--- src/rtl/adc_sample_framer.sv ---
// Decimates the offset-binary ADC stream to the sample rate, converts to two's complement,
// and queues samples with frame first/last tags behind a first-word-fall-through valid/ready FIFO.
module adc_sample_framer #(
    parameter int unsigned SAMPLE_BITS = 12,
    parameter int unsigned CLK_DIV     = 3125,
    parameter int unsigned FRAME_LEN   = 256,
    parameter int unsigned FIFO_DEPTH  = 16
) (
    input  logic                          clk_i,
    input  logic                          reset_i,
    input  logic                          enable_i,
    input  logic [SAMPLE_BITS-1:0]        adc_in_i,
    input  logic                          clear_overflow_i,
    output logic [SAMPLE_BITS-1:0]        m_data_o,
    output logic                          m_valid_o,
    input  logic                          m_ready_i,
    output logic                          m_first_o,
    output logic                          m_last_o,
    output logic                          overflow_o,
    output logic [$clog2(FIFO_DEPTH):0]   fill_level_o
);

    localparam int unsigned DivW  = $clog2(CLK_DIV);
    localparam int unsigned PosW  = $clog2(FRAME_LEN);
    localparam int unsigned AddrW = $clog2(FIFO_DEPTH);
    localparam int unsigned EntW  = SAMPLE_BITS + 2;

    logic [DivW-1:0]  div_cnt_q, div_cnt_d;
    logic [PosW-1:0]  frame_pos_q, frame_pos_d;
    logic [AddrW-1:0] wr_ptr_q, wr_ptr_d, rd_ptr_q, rd_ptr_d;
    logic [AddrW:0]   count_q, count_d;
    logic             overflow_q, overflow_d;
    logic [EntW-1:0]  mem_q [FIFO_DEPTH];

    logic            tick, pop, push, drop, full, pos_last;
    logic [EntW-1:0] wr_entry, head;

    always_comb begin
        tick     = enable_i && (div_cnt_q == DivW'(CLK_DIV - 1));
        full     = (count_q == (AddrW + 1)'(FIFO_DEPTH));
        pop      = (count_q != '0) && m_ready_i;
        // A full FIFO still accepts a tick when the head leaves in the same cycle.
        push     = tick && (!full || pop);
        drop     = tick && !push;
        pos_last = (frame_pos_q == PosW'(FRAME_LEN - 1));
        wr_entry = {~adc_in_i[SAMPLE_BITS-1], adc_in_i[SAMPLE_BITS-2:0],
                    (frame_pos_q == '0), pos_last};

        div_cnt_d = '0;
        if (enable_i && !tick) begin
            div_cnt_d = div_cnt_q + DivW'(1);
        end

        frame_pos_d = frame_pos_q;
        if (push) begin
            frame_pos_d = pos_last ? '0 : frame_pos_q + PosW'(1);
        end

        wr_ptr_d = push ? wr_ptr_q + AddrW'(1) : wr_ptr_q;
        rd_ptr_d = pop ? rd_ptr_q + AddrW'(1) : rd_ptr_q;

        count_d = count_q;
        if (push && !pop) begin
            count_d = count_q + (AddrW + 1)'(1);
        end else if (pop && !push) begin
            count_d = count_q - (AddrW + 1)'(1);
        end

        overflow_d = overflow_q;
        if (drop) begin
            overflow_d = 1'b1;
        end else if (clear_overflow_i) begin
            overflow_d = 1'b0;
        end
    end

    always_ff @(posedge clk_i) begin
        if (reset_i) begin
            div_cnt_q   <= '0;
            frame_pos_q <= '0;
            wr_ptr_q    <= '0;
            rd_ptr_q    <= '0;
            count_q     <= '0;
            overflow_q  <= 1'b0;
        end else begin
            div_cnt_q   <= div_cnt_d;
            frame_pos_q <= frame_pos_d;
            wr_ptr_q    <= wr_ptr_d;
            rd_ptr_q    <= rd_ptr_d;
            count_q     <= count_d;
            overflow_q  <= overflow_d;
        end
    end

    // Storage needs no reset: the pointers and count define which entries are live.
    always_ff @(posedge clk_i) begin
        if (push && !reset_i) begin
            mem_q[wr_ptr_q] <= wr_entry;
        end
    end

    always_comb begin
        head         = mem_q[rd_ptr_q];
        m_valid_o    = (count_q != '0);
        m_data_o     = m_valid_o ? head[EntW-1:2] : '0;
        m_first_o    = m_valid_o && head[1];
        m_last_o     = m_valid_o && head[0];
        overflow_o   = overflow_q;
        fill_level_o = count_q;
    end

endmodule
--- config.mk ---
export PLATFORM = sky130hd
export DESIGN_NAME = adc_sample_framer
export DESIGN_NICKNAME = d
export VERILOG_FILES = /design/src/rtl/adc_sample_framer.sv
export SDC_FILE = /design/constraint.sdc
export NUM_CORES = 1
export LEC_CHECK = 0
export CAP_MARGIN = 20
export CELL_PAD_IN_SITES_DETAIL_PLACEMENT = 0
export CELL_PAD_IN_SITES_GLOBAL_PLACEMENT = 1
export CORE_AREA = 2 2 152 154
export CTS_CLUSTER_SIZE = 10
export DETAILED_ROUTE_END_ITERATION = 7
export DIE_AREA = 0 0 154 156
export GPL_TIMING_DRIVEN = 0
export PLACE_DENSITY_LB_ADDON = 0.2
export SETUP_SLACK_MARGIN = 0.4
export SYNTH_ARGS = -nofsm -noshare
export SYNTH_HDL_FRONTEND = slang
export SYNTH_SLANG_ARGS = --single-unit
export TNS_END_PERCENT = 20
--- constraint.sdc ---
create_clock -name clk_i -period 3.1 [get_ports clk_i]
set_input_delay 0.62 -clock clk_i [delete_from_list [all_inputs] [get_ports clk_i]]
set_output_delay 0.62 -clock clk_i [all_outputs]
set_load 0.1 [all_outputs]
==> results of run 1 <==
power by group through the flow:
stage | clock network, mW | registers [mW] | logic (mW)
2_1_floorplan | 0 | 3.89 | 0.0145
3_3_place_gp | 0 | 3.89 | 0.0715
3_5_place_dp | 0 | 3.89 | 0.0770
4_1_cts | 3.22 | 3.81 | 0.0776
5_1_grt | 3.35 | 3.81 | 0.0857
6_report | 3.15 | 3.81 | 0.0769
logic make-up (layout without fill, tap and decap cells):
logic type | count (synthesis) | count (layout)
XOR/XNOR | 16 | 16
multiplexers | 91 | 91
buffers and inverters | 42 | 159
adder cells (fa/ha/maj) | 14 | 14
flip-flops | 262 | 262
AND/OR/NAND/NOR | 113 | 113
AO/OA/AOI/OAI | 42 | 42
final timing paths:
check                                               endpoint  slack [ns]  cells past startpoint
worst max-delay path                             m_data_o[6]        0.14                      6
worst min-delay path                 overflow_o$_SDFFE_PP0P_        0.48                      2
worst max register to register  fill_level_o[4]$_SDFFE_PP0P_        0.22                     12
worst min register to register       overflow_o$_SDFFE_PP0P_        0.48                      2
flip-flops by register name (all words and copies together), names as in the netlist, named ones only:
signal	count
wr_ptr_q	4
div_cnt_q	12
fill_level_o	5
mem_q	224
rd_ptr_q	4
overflow_o	1
frame_pos_q	8
area by class of cell:
type                       instances  area, um^2  area share (%)
buffer                            28         297            2.24
clock buffer                      54         872            6.59
clock inverter                     2        8.76          0.0662
inverter                          14        57.6           0.435
multi-input combinational        276        3350            25.3
sequential                       262        7510            56.7
tap                              285         357            2.69
timing repair buffer              61         792            5.98
synth_stat cells, drive strengths merged:
master / instances / area, um^2
a21oi: 10 / 50.1
and4bb: 2 / 25.0
o21ai: 5 / 25.0
nand3: 14 / 80.1
nand2: 6 / 22.5
xor2: 14 / 123
nand3b: 3 / 22.5
nand2b: 2 / 12.5
o22ai: 14 / 87.6
inv: 14 / 52.6
ha: 13 / 163
mux4: 56 / 1260
edfxtp: 224 / 6730
nor2: 30 / 113
o211ai: 3 / 22.5
o31ai: 3 / 22.5
and3b: 1 / 8.76
and3: 19 / 119
clkbuf: 11 / 41.3
mux2: 4 / 45.0
or2: 1 / 6.26
nor4: 1 / 6.26
mux2i: 31 / 310
fa: 1 / 20.0
or4: 4 / 33.8
a211oi: 2 / 15.0
or3b: 1 / 8.76
and4: 5 / 43.8
buf: 17 / 88.8
xnor2: 2 / 17.5
nor3b: 1 / 12.5
nor4bb: 1 / 10.0
and2: 4 / 25.0
o32ai: 3 / 26.3
or4b: 1 / 10.0
dfxtp: 38 / 761
nor2b: 6 / 37.5
nand4: 8 / 56.3
a21o: 2 / 15.0
nor3: 3 / 15.0
what timing repair did:
action / CTS / global route
pin swaps: 14 / 5
endpoints found under the setup margin: 138 / 49
resized for setup: 209 / 8
cloned: 2 / 1
buffers inserted: 13 / 7
worst max-delay path, delay by kind of cell (launching register included):
| family | cells | cell delay (ns) |
|---|---|---|
| AOI/OAI and AO/OA | 1 | 0.09 |
| and+or+nand+nor | 3 | 1.03 |
| buffers and inverters | 2 | 0.34 |
| DFF | 1 | 0.34 |
routing by layer:
metal | global-route usage [%] | up-vias | wire [um]
li1 | - | 2532 | -
met3 | 2.67 | 30 | 955
met5 | 0 | - | 0
met4 | 4.76 | 0 | 339
met1 | 27.2 | 2924 | 10000
met2 | 32.7 | 138 | 11300
through the flow:
step	setup WS (ns)	TNS, ns	power, mW
3_5_place_dp	-0.957	-31.96	3.96
2_1_floorplan	0.191	0	3.90
5_1_grt	0.0848	0	7.25
6_report	0.139	0	7.04
3_3_place_gp	-0.935	-25.35	3.96
4_1_cts	0.0860	0	7.11
==> impl_metrics.csv, run 1 <==
group,metric,value,unit
timing,period_minus_slack,2.96,ns
die,die_h,156,um
logic_synthesis,yosys.area_share.simple,6.34,%
clock_tree,cts-root-buf,"clkbuf_16",
power,swShare,18.9,%
clock_tree,clock-sinks,262,
logic_synthesis,avgSynthCellArea,18.2,um^2
critical_path,cpPeakStageDelay,0.55,ns
logic_synthesis,ys_warn_count,0,
critical_path,crit_slowest_cell,"or4_4",
global_route,grt_pass1_vias,5825,
timing,fin_crit_sh,95.5,%
logic_synthesis,synth_xor_area_share,1.33,%
hold_path,hold_class,"reg -> reg",
global_route,grt_pass1_wl,35.0,mm
logic_synthesis,synthMuxAreaShare,15.3,%
die,rows,55,
timing,rsz0062_at_grt,"true",
critical_path,end_kind,"output pin",
global_route,antenna_found_initial,0,
route,ant_nets,0,
critical_path,worstSetupPathType,"reg -> out",
die,initial_core_util,47.1,%
clock_tree,clk_latency,0.54,ns
timing,drv_slew,0,
cells_and_area,antenna-diode-count,0,
cells_and_area,final_nets,704,
power,powerDensity,532,nW/um^2
route,drt_iter0_drc,393,
logic_synthesis,ys_types,47,
critical_path,cp-startpoint,"fill_level_o[1]$_SDFFE_PP0P_",
logic_synthesis,synth_top_family_by_area,"multiplexers",
cells_and_area,design_area,13200,um^2
cells_and_area,drive_above_1_share,30.3,%
cells_and_area,final_common_cell,"edfxtp_1",
timing,final_hold_viol_count,0,
logic_synthesis,synth_nets,611,
clock_tree,tritoncts,"built",
timing,hold_ws,0.480,ns
route,vias,5624,
global_route,grt_max_degree,18,
route,drt_first_pass_iters,5,
logic_synthesis,syn_area,10500,um^2
placed_design,placed_area,11600,um^2
logic_synthesis,synthCells,580,
critical_path,cp_data_required_time,2.48,ns
power,p_comb_share,1.1,%
timing,setup-violations-final,0,
clock_tree,htreeDepth,1,
cells_and_area,layout_common_cells,"edfxtp_1, mux4_2, dfxtp_1, clkbuf_16, nor2_1",
critical_path,crit_arrival,2.34,ns
die,die_w,154,um
power,p_leak,4.27,nW
placed_design,post-dp-hpwl,14.0,mm
logic_synthesis,synth-seq-area-share,71.0,%
placed_design,numPortBuffers,37,
critical_path,critPathLaunchType,"flip-flop",
clock_tree,cts_buffers,30,
critical_path,crit_chain,"or4_4, or2_4, nand2b_4, buf_12, o22ai_4, buf_12",
cells_and_area,syn2layout_area_growth,25.6,%
global_route,grt-ovfl-total,0,
global_route,grt_usage,19.4,%
die,die-area,24000,um^2
power,seqPwrFrac,54.2,%
critical_path,timing.rr.start,"fill_level_o[1]$_SDFFE_PP0P_",
job,cap_violations,0,
timing,finalClockSkew,0.0124,ns
timing,worst_slew_pin_slew,0.994,ns
route,drc_errors,0,
die,ios,38,
route,via_per_inst,5.73,
clock_tree,clkTransAtPathRegs,0.05,ns
timing,max_freq,338,MHz
timing,slew_headroom,33.7,%
critical_path,cp_common_cell,"buf_12",
cells_and_area,final_cells,982,
die,core-area,22400,um^2
logic_synthesis,synth_adder_area_share,1.73,%
route,wl,22.7,mm
power,net-switching-power,1.33,mW
critical_path,crit_path_max_fanout,5,
logic_synthesis,ys_ff_latch,262,
logic_synthesis,synth_compound_area_share,2.50,%
cells_and_area,fillers,1637,
route,wl_per_cell,23.1,um
placed_design,place.gp.congestion,0.825,
cells_and_area,utilization,59.2,%
power,ir_worst_vdd,0.000380,V
clock_tree,clock_path_buffers,3,
hold_path,hold_start,"overflow_o$_SDFFE_PP0P_",
clock_tree,cts_hold_buffers,0,
power,p_int,5.71,mW
power,p_clk_share,44.7,%
status,status,"completed",
placed_design,dp_cells,903,
Note: power is estimated with default switching activity, not from simulation.
==> run 2, diff against run 1 <==
RECOVER_POWER = 25   (was not set)
==> run 2 against run 1 <==
Clock skew barely moved. Cell count stayed put. Via count about the same. Global-route usage is the same. Sequential share of layout area is the same. Largest cell class unchanged. Design area did not move. Non-clock buffer count unchanged. Flip-flop and latch count did not move. Register-to-register slack barely moved.
==> impl_metrics.csv, run 2 (synthesis gave the netlist of run 1 again) <==
group,metric,value,unit
placed_design,numPortBuffers,37,
route,wl,22.7,mm
cells_and_area,regMostFlops,"mem_q",
die,die-area,24000,um^2
global_route,grt_pass1_wl,35.0,mm
die,core-area,22400,um^2
clock_tree,cts_buffers,30,
timing,period_minus_slack,2.96,ns
die,ios,38,
cells_and_area,final_common_cell,"edfxtp_1",
placed_design,place.gp.congestion,0.825,
route,drc_errors,0,
cells_and_area,layout_common_cells,"edfxtp_1, mux4_2, dfxtp_1, clkbuf_16, nor2_1",
critical_path,worstSetupPathType,"reg -> out",
power,powerDensity,532,nW/um^2
critical_path,end_kind,"output pin",
hold_path,hold_class,"reg -> reg",
timing,rsz0062_at_grt,"true",
power,p_leak,4.28,nW
clock_tree,cts-root-buf,"clkbuf_16",
cells_and_area,drive_above_1_share,30.3,%
clock_tree,clock-sinks,262,
status,status,"completed",
timing,drv_slew,0,
timing,max_freq,338,MHz
power,total_power,7.04,mW
placed_design,post-dp-hpwl,14.0,mm
route,via_per_inst,5.72,
die,die_h,156,um
global_route,grt_max_degree,18,
timing,fin_crit_sh,95.5,%
timing,final_hold_viol_count,0,
job,cap_violations,0,
critical_path,r2r_slack,0.22,ns
route,drt_first_pass_iters,5,
cells_and_area,syn2layout_area_growth,25.6,%
cells_and_area,final_cells,982,
cells_and_area,antenna-diode-count,0,
cells_and_area,utilization,59.2,%
global_route,grt-ovfl-total,0,
cells_and_area,fillers,1637,
route,ant_nets,0,
clock_tree,clkTransAtPathRegs,0.05,ns
global_route,antenna_found_initial,0,
clock_tree,clock_path_buffers,3,
power,ir_worst_vdd,0.000380,V
clock_tree,tritoncts,"built",
die,initial_core_util,47.1,%
die,rows,55,
timing,setup-violations-final,0,
clock_tree,htreeDepth,1,
timing,worst_slew_pin_slew,1.00,ns
clock_tree,clk_latency,0.54,ns
timing,finalClockSkew,0.0123,ns
timing,slew_headroom,33.1,%
cells_and_area,largest_register_ffs,224,
route,vias,5620,
route,wl_per_cell,23.1,um
critical_path,crit_path_max_fanout,5,
route,drt_iter0_drc,400,
global_route,grt_pass1_vias,5825,
cells_and_area,final_nets,704,
global_route,grt_usage,19.4,%
critical_path,crit_arrival,2.34,ns
placed_design,dp_cells,903,
cells_and_area,multiInputGateArea,3350,um^2
cells_and_area,ff_latch_area,7510,um^2
critical_path,cp_data_required_time,2.48,ns
die,die_w,154,um
cells_and_area,top_regs,"mem_q: 224 flops, div_cnt_q: 12 flops, frame_pos_q: 8 flops",
clock_tree,cts_hold_buffers,0,
critical_path,critPathLaunchType,"flip-flop",
## run 2: cell types whose count changed in the layout (fill, tap and decap cells not counted), sizes merged
cell,before,now
dlygate4sd3,0,9
clkdlybuf4s50,22,13
## run 2: power by group
part	internal [mW]	total, mW	switching, mW
clock	1.87	3.15	1.28
combinational	0.0209	0.0747	0.0538
sequential	3.81	3.81	0.00146
total	5.71	7.04	1.33
## run 2: worst paths after layout
| kind | start | endpoint | depth (start not counted) |
|---|---|---|---|
| worst max-delay path | fill_level_o[1]$_SDFFE_PP0P_ | m_data_o[6] | 6 |
| worst min-delay path | overflow_o$_SDFFE_PP0P_ | overflow_o$_SDFFE_PP0P_ | 2 |
| worst max register to register | fill_level_o[1]$_SDFFE_PP0P_ | fill_level_o[4]$_SDFFE_PP0P_ | 12 |
| worst min register to register | overflow_o$_SDFFE_PP0P_ | overflow_o$_SDFFE_PP0P_ | 2 |
## run 2: metal layers
layer | wire [um] | vias to the layer above | track usage [%]
met4 | 339 | 0 | 4.76
li1 | - | 2532 | -
met3 | 935 | 30 | 2.67
met1 | 10000 | 2926 | 27.2
met2 | 11300 | 132 | 32.7
met5 | 0 | - | 0
## run 2: repair_timing
action                     CTS  global route
gates resized for setup    209             8
gates cloned                 2             1
setup endpoints to repair  138            49
pin swaps                   14             5
setup buffers               13             7
## run 2: worst max-delay path, stage by stage, from the launching register on
cell and delay, ns:
dfxtp_4 0.34, or4_4 0.55, or2_4 0.30, nand2b_4 0.18
buf_12 0.16, o22ai_4 0.09, buf_12 0.18
## run 2: area by class of cell
cell class / instances / area share [%]
Timing Repair Buffer: 61 / 5.98
Sequential cell: 262 / 56.7
Clock inverter: 2 / 0.0662
Clock buffer: 54 / 6.59
Buffer: 28 / 2.24
Multi-Input combinational cell: 276 / 25.3
Tap cell: 285 / 2.69
Inverter: 14 / 0.435
## run 2: per-stage QoR
step	setup WS (ns)	setup TNS, ns	hold WS, ns	cell area, um^2
after floorplan	0.191	0	0.437	10900
after global placement	-0.935	-25.35	0.452	11600
after detailed placement	-0.957	-31.96	0.469	11600
after CTS	0.0860	0	0.485	13100
after global routing	0.0848	0	0.519	13200
final	0.139	0	0.480	13200
